<file path="src/rtl/clk_div_ctrl.sv">
// rtl/clk_div_ctrl.sv - programmable clock divider with halt/drain and optional single-step (CLKDIV_STEP_EN)
module clk_div_ctrl #(
  parameter int DIV_W       = 16,
  parameter int DIV_DEFAULT = 2
) (
  input  logic             clk_in,
  input  logic             rst_n,
  input  logic [DIV_W-1:0] half_per,
  input  logic             load,
  input  logic             run,
`ifdef CLKDIV_STEP_EN
  input  logic             step,
`endif
  output logic             clk_out,
  output logic             rise_tick,
  output logic             fall_tick,
  output logic [DIV_W-1:0] active_div,
  output logic             halted
);

  localparam logic [DIV_W-1:0] ONE     = DIV_W'(1);
  localparam logic [DIV_W-1:0] DEF_RAW = DIV_W'(DIV_DEFAULT);
  localparam logic [DIV_W-1:0] DEF_EFF = (DEF_RAW == '0) ? ONE : DEF_RAW;

  typedef enum logic [1:0] {
    S_HALTED = 2'd0,
    S_RUN    = 2'd1,
`ifdef CLKDIV_STEP_EN
    S_STEP   = 2'd3,
`endif
    S_DRAIN  = 2'd2
  } state_t;

  state_t           state;
  logic [DIV_W-1:0] cnt;
  logic [DIV_W-1:0] pend_val;
  logic             pend_flag;

  logic             leave_halt;
  logic             stop_low;
  logic             boundary;
  logic             apply;

  // A zero half-period is held as 1 so active_div and the compare agree.
  function automatic logic [DIV_W-1:0] norm(input logic [DIV_W-1:0] v);
    return (v == '0) ? ONE : v;
  endfunction

`ifdef CLKDIV_STEP_EN
  logic step_q;
  logic step_rise;

  assign step_rise  = step & ~step_q;
  assign leave_halt = (state == S_HALTED) && (run || step_rise);

  // Previous-value flop for step edge detection; a held step yields one edge.
  always_ff @(posedge clk_in or negedge rst_n) begin
    if (!rst_n) begin
      step_q <= 1'b0;
    end else begin
      step_q <= step;
    end
  end
`else
  assign leave_halt = (state == S_HALTED) && run;
`endif

  // Run dropped during a low phase stops immediately without a rise.
  assign stop_low = ((state == S_RUN) || (state == S_DRAIN)) && !run && !clk_out;
  assign boundary = (state != S_HALTED) && !stop_low && (cnt == active_div - ONE);
  // New half-periods only take effect between phases or when leaving HALTED.
  assign apply    = leave_halt || boundary;

  // Pending half-period capture and application at phase boundaries.
  always_ff @(posedge clk_in or negedge rst_n) begin
    if (!rst_n) begin
      active_div <= DEF_EFF;
      pend_val   <= '0;
      pend_flag  <= 1'b0;
    end else if (apply) begin
      if (load) begin
        active_div <= norm(half_per);
      end else if (pend_flag) begin
        active_div <= norm(pend_val);
      end
      pend_flag <= 1'b0;
    end else if (load) begin
      pend_val  <= half_per;
      pend_flag <= 1'b1;
    end
  end

  // Control FSM: phase counter, divided clock, strobes and halted flag.
  always_ff @(posedge clk_in or negedge rst_n) begin
    if (!rst_n) begin
      state     <= S_HALTED;
      cnt       <= '0;
      clk_out   <= 1'b0;
      rise_tick <= 1'b0;
      fall_tick <= 1'b0;
      halted    <= 1'b1;
    end else begin
      rise_tick <= 1'b0;
      fall_tick <= 1'b0;
      halted    <= (state == S_HALTED) && !leave_halt;

      case (state)
        S_HALTED: begin
          cnt     <= '0;
          clk_out <= 1'b0;
          if (run) begin
            state <= S_RUN;
`ifdef CLKDIV_STEP_EN
          end else if (step_rise) begin
            state <= S_STEP;
`endif
          end
        end

        S_RUN, S_DRAIN: begin
          if (stop_low) begin
            state <= S_HALTED;
            cnt   <= '0;
          end else if (boundary) begin
            cnt       <= '0;
            clk_out   <= ~clk_out;
            rise_tick <= ~clk_out;
            fall_tick <= clk_out;
            // A falling boundary with run low completes the drain.
            state     <= (!run && clk_out) ? S_HALTED : S_RUN;
          end else begin
            cnt   <= cnt + ONE;
            state <= run ? S_RUN : S_DRAIN;
          end
        end

`ifdef CLKDIV_STEP_EN
        S_STEP: begin
          if (boundary) begin
            cnt       <= '0;
            clk_out   <= ~clk_out;
            rise_tick <= ~clk_out;
            fall_tick <= clk_out;
            // One full period done once the high phase ends.
            if (clk_out) begin
              state <= run ? S_RUN : S_HALTED;
            end
          end else begin
            cnt <= cnt + ONE;
          end
        end
`endif

        default: begin
          state   <= S_HALTED;
          cnt     <= '0;
          clk_out <= 1'b0;
        end
      endcase
    end
  end

endmodule

</file>
<file path="config.mk">
export PLATFORM = sky130hd
export DESIGN_NAME = clk_div_ctrl
export DESIGN_NICKNAME = d
export VERILOG_FILES = /design/src/rtl/clk_div_ctrl.sv
export SDC_FILE = /design/constraint.sdc
export NUM_CORES = 1
export LEC_CHECK = 0
export CORE_ASPECT_RATIO = 1.2
export CORE_MARGIN = 5
export CORE_UTILIZATION = 60
export DETAILED_ROUTE_END_ITERATION = 6
export GPL_TIMING_DRIVEN = 0
export PLACE_DENSITY = 0.83
export SYNTH_ARGS = -nofsm -noshare
export SYNTH_HDL_FRONTEND = slang
export SYNTH_SLANG_ARGS = --single-unit
</file>
<file path="constraint.sdc">
create_clock -name clk_in -period 7 [get_ports clk_in]
set_input_delay 1.75 -clock clk_in [delete_from_list [all_inputs] [get_ports clk_in]]
set_output_delay 1.75 -clock clk_in [all_outputs]
set_load 0.005 [all_outputs]
</file>
**Yosys cells after proc, flatten, opt, wreduce, memory -nomap -nowiden**

Index checks and enable logic that the tools add are counted.

- Add/sub/neg operators: 2
- Eq/ne operators: 6
- Mux-type cells: 24
- Bitwise operators: 2
- Reductions and logical operators: 23

Operators by type and width:

| kind | number |
|---|---|
| 2-to-1 mux 16 bit | 7 |
| logical NOT 16 bit | 2 |
| adder 16 x 1 -> 16 bit, second input constant | 1 |
| equality test 16 bit | 1 |
| subtractor 16 x 1 -> 16 bit, second input constant | 1 |
| 2-to-1 mux 1 bit | 12 |
| 2-to-1 mux 2 bit | 4 |
| logical AND 1 bit | 7 |
| inequality test 2 bit, second input constant | 3 |
| AND reduction 2 bit | 3 |
| nonzero test 2 bit | 3 |
| logical NOT 1 bit | 4 |
| case mux 2 bit (2 select lines) | 1 |
| equality test 2 x 1 -> 1 bit, second input constant | 1 |
| equality test 2 bit, second input constant | 1 |
| logical NOT 2 bit | 1 |
| logical OR 1 bit | 2 |
| NOT 1 bit | 2 |
| OR reduction 2 bit | 1 |

- Flip-flop bits (word level): 55
- Input bits: 20
- Output and inout bits: 20
- Word-level logic and storage cells: 66

**Depth between registers and ports, before layout**

- Word-level depth: 10
- Gate-level depth with buffers: 10
- Mapped depth without buffers: 9

**Least setup slack after synthesis**

Ideal clock, no wire load.

- Kind: input to register
- Start: in run
- End: reg active_div[14]
- Setup time: 0.125 ns
- Data arrival time: 3.338 ns
- Required time: 6.875 ns
- Path slack: 3.537 ns
- Stages on the path: 8
- Path buffers: 1
- Path through: nor2_1 a21oi_1 nand4_1 a2111oi_2 nand4_2 a21oi_4 buf_8 mux2_4

- Cells in the longest elaborated chain, start to end: 8
- Elaborated cells on any way between the ends: 9
- Those cells by class: 9 x reduce/logical

Ends and longest elaborated chain:

| what | line | RTL |
|---|---|---|
| start, declared | 10 | `input logic run,` |
| logical NOT 1 bit | 69 | `assign stop_low = ((state == S_RUN) \|\| (state == S_DRAIN)) && !run && !clk_out;` |
| logical AND 1 bit (2 in series) | 69 |  |
| logical NOT 1 bit | 70 | `assign boundary = (state != S_HALTED) && !stop_low && (cnt == active_div - ONE);` |
| logical AND 1 bit (2 in series) | 70 |  |
| logical OR 1 bit (*) | 72 | `assign apply = leave_halt \|\| boundary;` |
| AND reduction 2 bit (no source line) (*) | -- |  |
| end signal, assigned | 82 | `active_div <= norm(half_per);` |
| end signal, assigned | 84 | `active_div <= norm(pend_val);` |
| end, declared | 17 | `output logic [DIV_W-1:0] active_div,` |

Mark *: on every way between the ends. The rest lies on a longest branch, timed or not.
A chain may end at the register's enable or synchronous reset.

**Final worst setup path**

Ends and elaborated chain as after synthesis.

==> results.env <==
HOLD_CLASS='flop to flop'
CRIT_TYPE='input port to flop'
GRT_ANTENNA_BEFORE_REPAIR=0
GRT_OVERFLOW_TOTAL=0
MASTER_CELL_OF_THE_CLOCK_ROOT_BUFFER='sky130_fd_sc_hd__clkbuf_8'
MAX_FREQ_MHz=247
YS_WARN_COUNT=0
DETAILED_ROUTING_ITERATION_COUNT_FOR_THE_PRE_ANTENNA_REPAIR_PASS=4
WIRELENGTH_MICRONS=6340
AVGVIACOUNTPERCELL=5.89
GRT_PASS1_VIAS=2372
TRITONCTS.NUM_BUFFERS=5
TRITONCTS='yes'
RSZ0062_AT_GRT='no'
POST_CTS_HOLD_BUFFER_COUNT=0
IR_WORST_VDD_uV=195
TOTAL_VIAS_IN_THE_FINAL_ROUTE=2281
TIMING.FINAL.SETUP_VIOLATIONS=0
CLK_LATENCY_PS=310
GRT_PASS1_WL_MICRONS=10800
COMBINATIONAL_POWER_SHARE_PCT=41.7
FILLERINSTANCES=354
STDCELL_AREA_SQ_MM=0.00368
FINAL_CRITICAL_PATH_SETUP_SLACK_PS=2960
SEQPWRFRAC_PCT=42.9
ANTENNADIODECOUNT=0
OVERALL_POWER_AFTER_LAYOUT_mW=1.20
SLOWEST_STAGE='sky130_fd_sc_hd__clkdlybuf4s50_1'
FINAL_ANTENNA_NET_COUNT=0
ROWS=28
MULTI_INPUT_AREA_SQ_MM=0.00163
FP.COREAREA_SQ_MM=0.00497
TIMING.CLOCK.SKEW_PS=2.94
FINALCRITICALPERIOD_PS=4040
PLACEMENT.SETUP.WORST_SLACK_PS=2640
HTREEDEPTH=2
POSTCTSSETUPREPAIRBUFS=0
GPL.FINAL_WEIGHTED_CONGESTION=0.901
DIE-HEIGHT_MICRONS=88.8
OUTCOME='finished, final reports clean'
PATH_CLK_SLEW_PS=90
INITIAL_UTILIZATION_PCT=62.4
POST_CTS_RESIZE_COUNT=0
DRT-INITIAL-DRC-COUNT=119
PLACE_HPWL_MICRONS=4820
GRT_START_MAX_NET_PINS=38
TOTAL_POWER_PER_UNIT_CELL_AREA_mW_PER_MM2=325
FINALNETCOUNT=350
SYNTH.DISTINCT_CELLS=50
SYNTHESIS.INSTANCES=280
SYN_NETS=304
CRIT_FANOUT=10
SYNTH-ASYNC-RESET-RATIO_PCT=100
FLOORPLAN.IO_PINS=40
SLEW_HEADROOM_PCT=43.6
DIE-WIDTH_MICRONS=75.7
AREA.GROWTH.SYNTH_TO_FINAL_PCT=18.3
POSTSYNTHAREAPERCELL_SQ_UM=11.1
INTERNAL-POWER_mW=0.770
PORT_BUFFERS=38
POST-ROUTE-UTIL_PCT=73.9
PLACED_AREA_SQ_MM=0.00358
SWITCHING_FRACTION_OF_TOTAL_POWER_PCT=35.6
TIMING_HOLD_VIOLATIONS_FINAL=0
GLOBAL_ROUTE.USAGE.TOTAL_PCT=21.2
DRCVIOLATIONCOUNT=0
FIN_SETUP_TNS_PS=0
YOSYSSEQAREASHARE_PCT=44.4
PATH_CELLS='clkdlybuf4s50_1 -> nor2_1 -> a21oi_1 -> nand4_1 -> a2111oi_2 -> nand4_2 -> a21oi_4 -> buf_8 -> mux2_4'
FINAL_CLOCK_PERIOD_UTILIZATION_BY_THE_WORST_PATH_PCT=57.7
DRV_CAP=0
FP.DIEAREA_SQ_MM=0.00672
ENDPOINT_KIND='flop'
CLOCK_POWER_SHARE_PCT=15.5
MAXSLEWVIOLCOUNT=0
CLOCK_SINKS=55
YS.FLOP_TYPE='sky130_fd_sc_hd__dfrtp_1'
MAX_SLEW.WORST_PIN.SLEW_PS=839
CPPEAKSTAGEDELAY_PS=590
P_SWITCHING_mW=0.426
YOSYS_REGISTER_BITS=55
SYN-CELL-AREA_SQ_MM=0.00311
CRITICAL_PATH_RT_PS=7210
CLOCK_PATH_BUFFERS=2
SYNTH_ENABLE_FLOP_CELLS=0
CP_DATA_ARRIVAL_TIME_PS=4250
WORSTSETUPSTARTPOINTTYPE='input port'
WL_PER_CELL_MICRONS=16.4
P_LEAK_nW=1.51
DRIVE_GT1_SHARE_PCT=20.8
AREA.SEQUENTIAL_SQ_MM=0.00138
## final timing paths
kind / to / slack (ps) / startpoint / depth (start not counted)
setup reg to reg: active_div[14]$_DFFE_PN0P_ / 3710 / active_div[2]$_DFFE_PN0P_ / 9
setup / recovery: active_div[14]$_DFFE_PN0P_ / 2960 / run / 9
min in group asynchronous: fall_tick$_DFF_PN0_ / 1360 / rst_n / 1
hold / removal: pend_val[2]$_DFFE_PN0P_ / 540 / pend_val[2]$_DFFE_PN0P_ / 1
max in group asynchronous: active_div[1]$_DFFE_PN1P_ / 5030 / rst_n / 2
hold reg to reg: pend_val[2]$_DFFE_PN0P_ / 540 / pend_val[2]$_DFFE_PN0P_ / 1
## layout by cell type, fill, tap and decap left out, types with 3 or more instances in the layout
| master | Yosys | final |
|---|---|---|
| sky130_fd_sc_hd__a21oi_1 | 4 | 4 |
| sky130_fd_sc_hd__and3_1 | 3 | 3 |
| sky130_fd_sc_hd__buf_2 | 2 | 3 |
| sky130_fd_sc_hd__clkbuf_1 | 4 | 4 |
| sky130_fd_sc_hd__clkbuf_8 | 0 | 6 |
| sky130_fd_sc_hd__clkdlybuf4s50_1 | 0 | 37 |
| sky130_fd_sc_hd__dfrtp_1 | 53 | 53 |
| sky130_fd_sc_hd__ha_1 | 4 | 4 |
| sky130_fd_sc_hd__inv_1 | 9 | 9 |
| sky130_fd_sc_hd__mux2_2 | 34 | 34 |
| sky130_fd_sc_hd__mux2_4 | 6 | 6 |
| sky130_fd_sc_hd__mux2i_1 | 9 | 9 |
| sky130_fd_sc_hd__nand2_1 | 11 | 11 |
| sky130_fd_sc_hd__nand2b_1 | 3 | 3 |
| sky130_fd_sc_hd__nand3_1 | 13 | 13 |
| sky130_fd_sc_hd__nand4_1 | 8 | 8 |
| sky130_fd_sc_hd__nor2_1 | 27 | 27 |
| sky130_fd_sc_hd__nor3_1 | 5 | 5 |
| sky130_fd_sc_hd__nor4_1 | 10 | 10 |
| sky130_fd_sc_hd__xnor2_1 | 15 | 15 |
| sky130_fd_sc_hd__xor2_1 | 20 | 20 |
## routing by layer
metal | share of wire, % | up-vias | track usage [%]
li1 | - | 1095 | -
met1 | 43 | 1130 | 26.1
met2 | 50 | 39 | 36.2
met3 | 3.4 | 17 | 3.52
met4 | 3.1 | 0 | 9.38
met5 | 0 | - | 0
## cell usage after synthesis (all sizes together), types with 3 or more instances
master | number | area (sq um)
nor3 | 5 | 25.0
nor4 | 11 | 75.1
nand2b | 3 | 18.8
dfrtp | 53 | 1330
nand4 | 9 | 62.6
buf | 6 | 47.5
ha | 4 | 50.1
o21ai | 3 | 15.0
and3 | 3 | 18.8
clkbuf | 4 | 15.0
inv | 9 | 33.8
or4 | 3 | 30.0
mux2 | 40 | 473
mux2i | 9 | 90.1
nor2 | 27 | 101
a21oi | 5 | 36.3
xor2 | 20 | 175
xnor2 | 15 | 131
nand3 | 14 | 75.1
nand2 | 11 | 41.3
## stage by stage
stage | hold WS [ps] | instances
floorplan | 488 | 280
finish | 543 | 387
CTS | 545 | 387
global route | 567 | 387
detailed placement | 522 | 379
global placement | 509 | 378
## state kept, by name, summed over array words and instances, names as in the netlist
name        cells
halted          1
cnt            16
clk_out         1
state           2
fall_tick       1
pend_val       16
pend_flag       1
active_div     16
rise_tick       1
## power by group through the flow
stage | Clock, mW | Combinational [mW] | Sequential (mW)
2_1_floorplan | 0 | 0.321 | 0.494
3_3_place_gp | 0 | 0.487 | 0.513
3_5_place_dp | 0 | 0.498 | 0.519
4_1_cts | 0.189 | 0.502 | 0.511
5_1_grt | 0.202 | 0.546 | 0.528
6_report | 0.185 | 0.498 | 0.513
## critical path, delay by kind of cell
family	cells	cell delay, ps
multiplexers	1	300
buffers and inverters	2	790
AND/OR/NAND/NOR	3	520
AO/OA/AOI/OAI	3	890
## cell families after synthesis
group,synth area share [%]
xor+xnor,9.87
flops,44.4
buf+inv,3.10
fa+ha+maj,1.61
compound gates,5.60
mux,18.1
simple gates,17.3
## area by class of cell
class	instances	share of cell area (%)
buffer	10	1.70
timing repair buffer	39	10.8
clock inverter	2	0.442
multi-input combinational	206	44.4
inverter	9	0.919
tap	60	2.04
sequential	55	37.5
clock buffer	6	2.25
Power figures use the tool's default switching activity.
